$ cat src/rtl/execute_cycle.sv
// Execute stage of the five-stage RISC-V pipeline: operand forwarding, ALU,
// branch resolution and the EX/MEM pipeline register.
module execute_cycle (
  input  logic        clk,
  input  logic        rst,
  input  logic        RegWriteE,
  input  logic        ALUSrcE,
  input  logic        MemWriteE,
  input  logic        ResultSrcE,
  input  logic        BranchE,
  input  logic [2:0]  ALUControlE,
  input  logic [31:0] RD1_E,
  input  logic [31:0] RD2_E,
  input  logic [31:0] Imm_Ext_E,
  input  logic [4:0]  RD_E,
  input  logic [31:0] PCE,
  input  logic [31:0] PCPlus4E,
  input  logic [1:0]  ForwardA_E,
  input  logic [1:0]  ForwardB_E,
  input  logic [31:0] ResultW,
  output logic        PCSrcE,
  output logic [31:0] PCTargetE,
  output logic        RegWriteM,
  output logic        MemWriteM,
  output logic        ResultSrcM,
  output logic [4:0]  RD_M,
  output logic [31:0] ALUResultM,
  output logic [31:0] WriteDataM,
  output logic [31:0] PCPlus4M
);

  logic [31:0] w_src_a;
  logic [31:0] w_fwd_b;
  logic [31:0] w_src_b;
  logic [31:0] w_alu_result;
  logic        w_zero;

  logic        r_reg_write;
  logic        r_mem_write;
  logic        r_result_src;
  logic [4:0]  r_rd;
  logic [31:0] r_alu_result;
  logic [31:0] r_write_data;
  logic [31:0] r_pc_plus4;

  // Forward select: 01 = writeback result, 10 = this stage's registered ALU result.
  always_comb begin
    w_src_a = RD1_E;
    case (ForwardA_E)
      2'b01:   w_src_a = ResultW;
      2'b10:   w_src_a = r_alu_result;
      default: w_src_a = RD1_E;
    endcase
  end

  always_comb begin
    w_fwd_b = RD2_E;
    case (ForwardB_E)
      2'b01:   w_fwd_b = ResultW;
      2'b10:   w_fwd_b = r_alu_result;
      default: w_fwd_b = RD2_E;
    endcase
  end

  assign w_src_b = ALUSrcE ? Imm_Ext_E : w_fwd_b;

  always_comb begin
    w_alu_result = 32'h0;
    case (ALUControlE)
      3'b000:  w_alu_result = w_src_a + w_src_b;
      3'b001:  w_alu_result = w_src_a - w_src_b;
      3'b010:  w_alu_result = w_src_a & w_src_b;
      3'b011:  w_alu_result = w_src_a | w_src_b;
      3'b101:  w_alu_result = {31'b0, $signed(w_src_a) < $signed(w_src_b)};
      default: w_alu_result = 32'h0;
    endcase
  end

  assign w_zero    = (w_alu_result == 32'h0);
  assign PCSrcE    = BranchE & w_zero;
  assign PCTargetE = PCE + Imm_Ext_E;

  // No stall: the EX/MEM register loads every cycle; store data is the forwarded rs2.
  always_ff @(posedge clk or negedge rst) begin
    if (!rst) begin
      r_reg_write  <= 1'b0;
      r_mem_write  <= 1'b0;
      r_result_src <= 1'b0;
      r_rd         <= 5'd0;
      r_alu_result <= 32'h0;
      r_write_data <= 32'h0;
      r_pc_plus4   <= 32'h0;
    end else begin
      r_reg_write  <= RegWriteE;
      r_mem_write  <= MemWriteE;
      r_result_src <= ResultSrcE;
      r_rd         <= RD_E;
      r_alu_result <= w_alu_result;
      r_write_data <= w_fwd_b;
      r_pc_plus4   <= PCPlus4E;
    end
  end

  assign RegWriteM  = r_reg_write;
  assign MemWriteM  = r_mem_write;
  assign ResultSrcM = r_result_src;
  assign RD_M       = r_rd;
  assign ALUResultM = r_alu_result;
  assign WriteDataM = r_write_data;
  assign PCPlus4M   = r_pc_plus4;

endmodule

$ cat config.mk
export PLATFORM = sky130hd
export DESIGN_NAME = execute_cycle
export DESIGN_NICKNAME = d
export VERILOG_FILES = /design/src/rtl/execute_cycle.sv
export SDC_FILE = /design/constraint.sdc
export NUM_CORES = 1
export LEC_CHECK = 0
export ABC_CLOCK_PERIOD_IN_PS = 6300
export BUFFER_PORTS_ARGS = -buffer_cell sky130_fd_sc_hd__buf_2
export CORE_UTILIZATION = 54
export CTS_CLUSTER_SIZE = 12
export DETAILED_ROUTE_END_ITERATION = 10
export GPL_TIMING_DRIVEN = 1
export PLACE_DENSITY = 0.82
export SETUP_SLACK_MARGIN = 0.2
export SLEW_MARGIN = 20
export SYNTH_ARGS = -nofsm -noshare
export SYNTH_HDL_FRONTEND = slang
export SYNTH_SLANG_ARGS = --single-unit
$ cat constraint.sdc
create_clock -name clk -period 6.3 [get_ports clk]
set_input_delay 0.63 -clock clk [delete_from_list [all_inputs] [get_ports clk]]
set_output_delay 0.63 -clock clk [all_outputs]
set_load 0.01 [all_outputs]
==> metrics.txt <==
outcome complete, no violations; WL met3 6658 um; Worst Max-Slew Pin Slew 913.8 ps; Crit Path Class in2out; Final HPWL DP 40,550 um; syn_area_per_cell 7.741 um^2; Final Util 0.7103; vias 13.78k; CP Capture Type output port; Worst-Skew Late Latency 370 ps; RR Startpoint ALUResultM[1]; crit path DAT 5470 ps; vias in the first global route 12.66k; ys async rst share 1.000; CTS tree built; Yosys warning count 0; CTS Root Cell clkbuf_16; sequential element share of the synthesized area 0.2281; Vias/cell 6.484; mapped cell area 11,410 um^2; largest fanout on the critical path 17; met1 WL 19,650 um; final-report hold violation count 0; critical path launch point type input pin; hold buffers post-CTS 0; die height 147.4 um; syn nets 1,831; commonest cells in the synthesized netlist ha_1, nand2_1, inv_1; Die W 147.4 um; Post-synth EDFFs 0; synth top area cells dfrtp_1, ha_1, a21oi_1; GR Util All Layers 0.4477; Worst R2R Path Depth 18; clk buf depth 2; Post-DRT Antenna Nets 0; most common cell in the netlist ha_1; Final nets 2,204; Synth area leader dfrtp_1; share of the synthesized area in the top cell type 0.2281; WL per Instance 24.04 um; Final Setup Violations 0; RSZ-0062 raised after global routing no; f_max 0.1641 GHz; Mapped Cells 1,474; Worst-path clk slew 80 ps; Initial Util 0.5568; GRT overflow 0; DRC Markers 0; Slew Limit Headroom 0.3880; hold_ws 295.0 ps; clock sinks 104; area of the core 20,490 um^2; first-pass GRT wire length 73,990 um; Area Overhead vs Synth 27.58%; Yosys cell types 89; Leak 7.294 nW; DRT Wirelength 51,090 um; drt pass-1 iters 7; crit share post-route 0.9675; HP Class in2async; FF-to-FF setup slack 2120 ps; minimum clock period 6095 ps; uppermost layer routed met5; largest net degree at the start of global routing 59; layout cell share with drive strength beyond 1 0.3072; clock skew 18.19 ps; maximum vdd drop 0.1293 mV; main flop type after synthesis dfrtp_1; number of placement rows 52; WL met2 22,590 um; Die Area 21,720 um^2; Top-Level Pins 348; register bit total from synthesis 104; DR iter-0 viols 1,710; H-tree levels 3; reg-to-reg endpoint ALUResultM[31]; Port Buf Inserts 347; Max-cap violations 0; post-route setup TNS 0 ps; CP required 5670 ps; GP Congestion 1.046; max-slew violation count 0; initial antenna violation count 6; Num CTS Buffers 9; Layout fillers 1,682; P per Cell Area 218.3 nW/um^2
worst max path at each step:
stage	start	end	slack [ps]	cells past startpoint
detailed placement	ForwardB_E[0]	PCSrcE	-70	22
global route	ForwardB_E[0]	PCSrcE	60	22
floorplan	ForwardB_E[0]	PCSrcE	630	20
finish	ForwardB_E[0]	PCSrcE	200	20
global placement	ForwardB_E[1]	PCSrcE	60	21
CTS	ForwardB_E[0]	PCSrcE	210	20
placed cells by master (no fill, tap or decap), drive strengths merged, types with 10 or more instances in the layout:
cell     count
buf        443
ha         143
nand2      138
inv        134
a21oi      120
nor2       119
o21ai      117
dfrtp      104
a22oi       64
nor3        35
a21o        32
xnor2       29
a211oi      20
nor2b       17
nand2b      16
or3         16
o21a        15
o211ai      14
and3        14
nand4       13
o31ai       13
clkbuf      13
nand3       12
or2         11
a31oi       11
a2111oi     11
o21bai      10
xor2        10
and2        10
repair_timing:
| item | 4_1_cts | 5_1_grt |
|---|---|---|
| gates cloned | 0 | 1 |
| pin swaps | 0 | 21 |
| gates resized for setup | 16 | 88 |
| setup buffers | 0 | 15 |
| setup endpoints to repair | 1 | 1 |
through the flow:
step | setup WS (ps) | power, mW | cell area (um^2) | instances
floorplan | 633.2 | 1.772 | 11410 | 1474
global placement | 64.52 | 2.410 | 13800 | 2090
detailed placement | -73.98 | 2.426 | 13800 | 2090
CTS | 206.5 | 3.012 | 14130 | 2106
global route | 56.00 | 3.310 | 14560 | 2124
finish | 204.7 | 3.178 | 14560 | 2125
logic make-up (layout without fill, tap and decap cells):
group,Yosys count,in the layout,share of synthesized area
AO/OA/AOI/OAI,510,510,0.2947
AND/OR/NAND/NOR,443,443,0.1909
buffers and inverters,215,593,0.07851
adder cells (fa/ha/maj),146,146,0.1621
flip-flops,104,104,0.2281
XOR/XNOR,39,39,0.02993
multiplexers,17,17,0.01579
other,0,3,0
flip-flops by register name (all words and copies together) (netlist names):
| register | flops |
|---|---|
| MemWriteM | 1 |
| WriteDataM | 32 |
| RegWriteM | 1 |
| PCPlus4M | 32 |
| RD_M | 5 |
| ALUResultM | 32 |
| ResultSrcM | 1 |
per-layer routing:
layer,track usage,vias up
met5,0,-
met4,0.1753,2
met3,0.1112,176
met2,0.6910,1034
met1,0.5992,6510
li1,-,6056
power by group:
group	leakage (nW)	internal, mW	switching (mW)
clock	0.142	0.280	0.303
combinational	5.87	0.712	1.08
sequential	1.28	0.737	0.0627
total	7.29	1.73	1.45
worst max-delay path, stage by stage:
cell and delay (ps):
buf_2 130, inv_1 90, ha_4 160, buf_4 270, a22oi_1 150, nor2_1 150, a21oi_1 90, o21ai_0 280
ha_2 430, nor3b_1 280, a211oi_2 110, o21ba_2 220, o311ai_1 430, a2111oi_0 140, or3_2 530, or4_4 540
nor4_4 310, nand2_1 120, nor3_2 220, buf_2 170
area by class of cell:
type                            instances  area (um^2)  share of cell area
Antenna cell                            3        7.507           0.0005157
Clock buffer                           10        229.0             0.01573
Clock inverter                          6        62.56            0.004297
Inverter                              131        491.7             0.03378
Multi-Input combinational cell       1155         8224              0.5649
Sequential cell                       104         2603              0.1788
Tap cell                              270        337.8             0.02321
Timing Repair Buffer                  446         2603              0.1788
(Power assumes the default switching activity.)
